File: config.mk
export PLATFORM = sky130hd
export DESIGN_NAME = kernel_launch_ctrl
export DESIGN_NICKNAME = d
export VERILOG_FILES = /design/src/rtl/kernel_launch_pkg.sv /design/src/rtl/sat_counter.sv /design/src/rtl/kernel_launch_ctrl.sv
export SDC_FILE = /design/constraint.sdc
export NUM_CORES = 1
export LEC_CHECK = 0
export BUFFER_PORTS_ARGS = -buffer_cell sky130_fd_sc_hd__clkbuf_2
export CAP_MARGIN = 20
export CORE_ASPECT_RATIO = 1.25
export CORE_UTILIZATION = 40
export DETAILED_ROUTE_END_ITERATION = 8
export GPL_TIMING_DRIVEN = 0
export PLACE_DENSITY = 0.74
export SYNTH_ARGS = -nofsm -noshare
export SYNTH_HDL_FRONTEND = slang
export SYNTH_HIERARCHICAL = 1
export SYNTH_SLANG_ARGS = --single-unit
File: constraint.sdc
create_clock -name clk -period 2.55 [get_ports clk]
set_input_delay 0.255 -clock clk [delete_from_list [all_inputs] [get_ports clk]]
set_output_delay 0.255 -clock clk [all_outputs]
set_load 0.005 [all_outputs]
File: src/rtl/kernel_launch_pkg.sv
// Shared types and default widths for the kernel launch sequencer.
// Imported by sat_counter and kernel_launch_ctrl.
package kernel_launch_pkg;

  typedef enum logic [1:0] {
    IDLE  = 2'd0,
    START = 2'd1,
    RUN   = 2'd2,
    RESP  = 2'd3
  } launch_state_e;

  localparam int unsigned DEF_OUT_W          = 8;
  localparam int unsigned DEF_RUNS_W         = 8;
  localparam int unsigned DEF_CYCLE_W        = 32;
  localparam int unsigned DEF_TIMEOUT_CYCLES = 1000000;

endpackage

File: src/rtl/sat_counter.sv
// Up-counter with synchronous clear and enable that sticks at all-ones.
// Shared by the launch cycle counter and the per-invocation watchdog.
module sat_counter
  import kernel_launch_pkg::*;
#(
  parameter int unsigned W = 8
) (
  input  logic         clk,
  input  logic         rst,
  input  logic         clr,
  input  logic         en,
  output logic [W-1:0] cnt
);

  // NOTE: state registers use non-blocking assignment so every flop samples pre-edge values.
  always_ff @(posedge clk) begin
    if (rst || clr) begin
      cnt <= '0;
    end else if (en && (cnt != '1)) begin
      cnt <= cnt + 1'b1;
    end
  end

endmodule

File: src/rtl/kernel_launch_ctrl.sv
// Launch sequencer in front of a Dynamatic kernel wrapper: runs ap_start N times, returns one record.
// Optional per-invocation watchdog enabled by defining LAUNCH_TIMEOUT_EN.
module kernel_launch_ctrl
  import kernel_launch_pkg::*;
#(
  parameter int unsigned OUT_W          = DEF_OUT_W,
  parameter int unsigned RUNS_W         = DEF_RUNS_W,
  parameter int unsigned CYCLE_W        = DEF_CYCLE_W,
  parameter int unsigned TIMEOUT_CYCLES = DEF_TIMEOUT_CYCLES
) (
  input  logic               clk,
  input  logic               rst,
  input  logic               cmd_valid,
  output logic               cmd_ready,
  input  logic [RUNS_W-1:0]  cmd_runs,
  output logic               ap_start,
  input  logic               ap_ready,
  input  logic               ap_done,
  input  logic [OUT_W-1:0]   kern_out,
  output logic               res_valid,
  input  logic               res_ready,
  output logic [OUT_W-1:0]   res_data,
  output logic [RUNS_W-1:0]  res_runs,
  output logic [CYCLE_W-1:0] res_cycles,
  output logic               res_timeout,
  output logic               busy
);

  if (TIMEOUT_CYCLES == 0) begin : g_bad_timeout
    $error("kernel_launch_ctrl: TIMEOUT_CYCLES must be at least 1");
  end

  launch_state_e     state, state_n;
  logic [RUNS_W-1:0] runs_q;
  logic [RUNS_W-1:0] done_q;
  logic [RUNS_W-1:0] done_inc;
  logic [OUT_W-1:0]  data_q;
  logic              accept;
  logic              run_done;
  logic              last_run;
  logic              counting;
  logic              wdog_trip;

  assign accept   = (state == IDLE) && cmd_valid;
  assign run_done = (state == RUN) && ap_done;
  assign done_inc = done_q + 1'b1;
  assign last_run = (done_inc == runs_q);
  assign counting = (state == START) || (state == RUN);

  always_ff @(posedge clk) begin
    if (rst) begin
      state <= IDLE;
    end else begin
      state <= state_n;
    end
  end

  // NOTE: default assigned first so no path through the case can infer a latch.
  always_comb begin
    state_n = state;
    case (state)
      IDLE:  if (cmd_valid) state_n = START;
      START: if (ap_ready)  state_n = RUN;
      RUN: begin
        if (ap_done) begin
          state_n = last_run ? RESP : START;
        end else if (wdog_trip) begin
          state_n = RESP;
        end
      end
      RESP:    if (res_ready) state_n = IDLE;
      default: state_n = IDLE;
    endcase
  end

  // The run target is latched once; a request for zero runs still launches the kernel once.
  always_ff @(posedge clk) begin
    if (rst) begin
      runs_q <= '0;
      done_q <= '0;
      data_q <= '0;
    end else if (accept) begin
      runs_q <= (cmd_runs == '0) ? RUNS_W'(1) : cmd_runs;
      done_q <= '0;
      data_q <= '0;
    end else if (run_done) begin
      data_q <= kern_out;
      done_q <= done_inc;
    end
  end

  sat_counter #(
    .W (CYCLE_W)
  ) u_cycles (
    .clk (clk),
    .rst (rst),
    .clr (accept),
    .en  (counting),
    .cnt (res_cycles)
  );

`ifdef LAUNCH_TIMEOUT_EN
  localparam int unsigned WDOG_W = $clog2(TIMEOUT_CYCLES + 1);

  logic [WDOG_W-1:0] wdog;
  logic              timeout_q;

  // Cleared for the whole START phase so each invocation gets a fresh budget of RUN cycles.
  sat_counter #(
    .W (WDOG_W)
  ) u_wdog (
    .clk (clk),
    .rst (rst),
    .clr (state == START),
    .en  (state == RUN),
    .cnt (wdog)
  );

  assign wdog_trip = (state == RUN) && !ap_done && (wdog == WDOG_W'(TIMEOUT_CYCLES - 1));

  always_ff @(posedge clk) begin
    if (rst || accept) begin
      timeout_q <= 1'b0;
    end else if (wdog_trip) begin
      timeout_q <= 1'b1;
    end
  end

  assign res_timeout = timeout_q;
`else
  assign wdog_trip   = 1'b0;
  assign res_timeout = 1'b0;
`endif

  // cmd_ready is held low during reset so nothing is launched while the block is being cleared.
  assign cmd_ready = (state == IDLE) && !rst;
  assign ap_start  = (state == START);
  assign res_valid = (state == RESP);
  assign busy      = (state != IDLE);
  assign res_data  = data_q;
  assign res_runs  = done_q;

endmodule

==> key figures <==
Die
  • Ports: 75
  • # rows: 34
  • Full die area: 7820 um^2
  • Core Area: 7100 um^2
  • Initial Utilization: 42.1%
  • Die Span Y: 98.7 um
  • Die width: 79.3 um

STA
  • Slew Viols, Final: 0
  • Fin crit share: 90.7%
  • Max_slew headroom: 50.7%
  • Clk_skew: 3.89 ps
  • Worst hold slack: 156 ps
  • Period minus WS final: 2310 ps
  • Final WS setup: 238 ps
  • Worst slew pin tran: 728 ps
  • RSZ-0062 raised after global routing: false
  • Achievable Freq: 0.432 GHz
  • Hold Fails Final Rpt: 0
  • Final setup fails: 0
  • Setup TNS: 0 ps

CTS
  • Worst skew pair latency: 320 ps
  • Reg clk slew, reported paths: 60 ps
  • # Post-CTS Setup Buffers: 0
  • Cts bufs inserted: 9
  • Root buffer cell: clkbuf_8
  • # hold bufs at CTS: 0
  • Clock tree buffer depth: 2
  • TritonCTS clock tree: done
  • H-tree depth: 3
  • CTS Sinks: 58

Synthesis
  • Synth Net Count: 381
  • Top cell type's share of synthesized area: 38.8%
  • Post-synth top area cell: dfxtp_1
  • Synth Register Bits: 58
  • Distinct cell type count after synthesis: 50
  • Area contributors post-synth: dfxtp_1, a21oi_1, nand2_1, or3_1, xnor2_1
  • Post-Syn Area: 2990 um^2
  • Post-Synthesis Cells: 352
  • Seq/Total Area, Yosys: 38.8%
  • Synth Area per Inst: 8.49 um^2
  • Synth warnings: 6
  • Number of synthesized flops with an enable pin: 0
  • Main synth FF type: dfxtp_1
  • Synth async-reset ratio: 0%

Critical path
  • Required time worst endpoint: 2800 ps
  • RR Startpoint: state[0]
  • CP peak stage delay: 410 ps
  • Critical path arrival: 2560 ps
  • Reg2reg path depth: 8
  • R2r endpoint: u_cycles/cnt[26]
  • Cell family with the largest share of critical-path delay: buffers and inverters
  • Buf+Inv Stages, Crit Path: 4
  • Setup crit end kind: flop
  • Flop-to-flop setup slack: 240 ps
  • Startpoint class of the critical path: flop
  • Crit-path cells: inv_1 > ha_1 > nand2_2 > clkinvlp_4 > or2_2 > clkbuf_1 > dlygate4sd1_1 > a21oi_1
  • Slowest-stage cell, CP: dlygate4sd1_1
  • Worst Setup Path Type: flop to flop
  • Maximum fanout along the worst path: 10

Route
  • Drt via density: 5.38
  • Routed Antenna Nets: 0
  • WL/cell: 13.4 um
  • Routed via count: 2,854
  • DRT Wirelength: 7090 um
  • DRT iter0 DRCs: 82
  • Initial DRT Pass Iterations: 4
  • DR DRC count: 0

Global route
  • First-pass GRT wire length: 11,900 um
  • Tot GR Track Use: 19.0%
  • GR Overflow Total: 0
  • Largest net degree at the start of global routing: 11
  • Antenna violations before repair: 0
  • Vias in the first global route: 2,657

Min path
  • HP Start: rst
  • Hold Path Sink: state[1]
  • HP Class: primary input to flop
  • Hold path cells: 2

Cells and area
  • Most frequent cells in the layout: clkbuf_2, dfxtp_1, nand2_1
  • Final Non-Filler Cells: 530
  • # diodes: 0
  • Nets: 465
  • Layout cell share with drive strength beyond 1: 28.4%
  • Most common cell after layout, fill and taps aside: clkbuf_2
  • FILL cells: 669
  • Area delta synth->final: 23.0%

Power and ir drop
  • VDD IR max: 0.000346 V
  • Leak pwr: 0.00135 uW
  • Pwr dens: 709 nW/um^2
  • Total power: 2610 uW

Placed design
  • Pre-CTS WS: 69.2 ps
  • Placer Congestion: 0.789
  • Port-buffer cells: 73
  • DP HPWL: 5200 um
  • Placed cells: 515

Flow run
  • MaxCap Viol Count: 0

Run status
  • Status: finished clean
[per-stage QoR]
stage / utilization [%] / area [um^2]
3_3_place_gp: 48.8 / 3470
3_5_place_dp: 48.8 / 3470
2_1_floorplan: - / 2990
6_report: 51.8 / 3680
5_1_grt: 51.8 / 3680
4_1_cts: 51.7 / 3670
[layer usage]
metal | global-route usage, % | vias to the layer above | share of wire, %
met5 | 0 | - | 0
met4 | 6.71 | 0 | 0.68
met3 | 4.63 | 4 | 5.3
met2 | 33.2 | 84 | 50
met1 | 22.3 | 1326 | 44
li1 | - | 1440 | -
[sequential cells by signal, indices dropped and copies added (netlist names)]
| signal | cells |
|---|---|
| res_data | 8 |
| res_runs | 8 |
| runs_q | 8 |
| state | 2 |
| u_cycles/cnt | 32 |
[worst max-delay path by stage]
stage	to	cells past startpoint	start
after floorplan	u_cycles/cnt[22]	8	state[0]
after global placement	u_cycles/cnt[26]	8	state[0]
after detailed placement	u_cycles/cnt[27]	8	state[0]
after CTS	u_cycles/cnt[27]	8	state[0]
after global routing	u_cycles/cnt[26]	8	state[0]
final	u_cycles/cnt[26]	8	state[0]
[logic make-up (layout without fill, tap and decap cells)]
group	Yosys count	in the layout	synth area share (%)
flops	58	58	38.8
other cells	1	1	0.125
xor+xnor	18	18	5.27
mux	1	1	0.335
simple gates	146	146	27.2
fa+ha+maj	7	7	2.93
compound gates	93	93	20.0
buf+inv	28	116	5.32
[cell usage after synthesis, types with 2 or more instances]
cell      instances
dfxtp_1          58
nand2_1          49
a21oi_1          42
or3_1            18
nand3_1          15
o21ai_0          13
nor2_1           12
xnor2_1          11
inv_1            10
nand4_1           9
o31ai_1           9
or4_1             9
clkbuf_1          8
o21ai_1           8
a21oi_2           7
ha_1              7
xor2_1            7
a211oi_1          5
and4_1            5
buf_6             5
nor3_1            4
or3_2             4
and2_1            3
buf_4             3
and3_2            2
and3_4            2
and4_4            2
nand2_2           2
o31ai_4           2
[what timing repair did]
item,CTS,global route
hold endpoints to repair,0,0
resized for setup,0,2
endpoints found under the setup margin,0,30
[layout make-up]
class | count | area [um^2] | share of cell area (%)
plain buffers | 17 | 118 | 3.20
multi-input cells | 266 | 1670 | 45.5
clock inverters | 2 | 35.0 | 0.953
flip-flops and latches | 58 | 1160 | 31.6
well taps | 90 | 113 | 3.06
repair buffers | 73 | 365 | 9.94
inverters | 11 | 45.0 | 1.22
clock buffers | 13 | 169 | 4.59
[power by group]
part | internal [uW] | total [uW] | switching (uW)
Clock | 525 | 873 | 348
Combinational | 269 | 714 | 445
Sequential | 966 | 1020 | 56.3
Total | 1760 | 2610 | 849
Note: power is estimated with default switching activity, not from simulation.
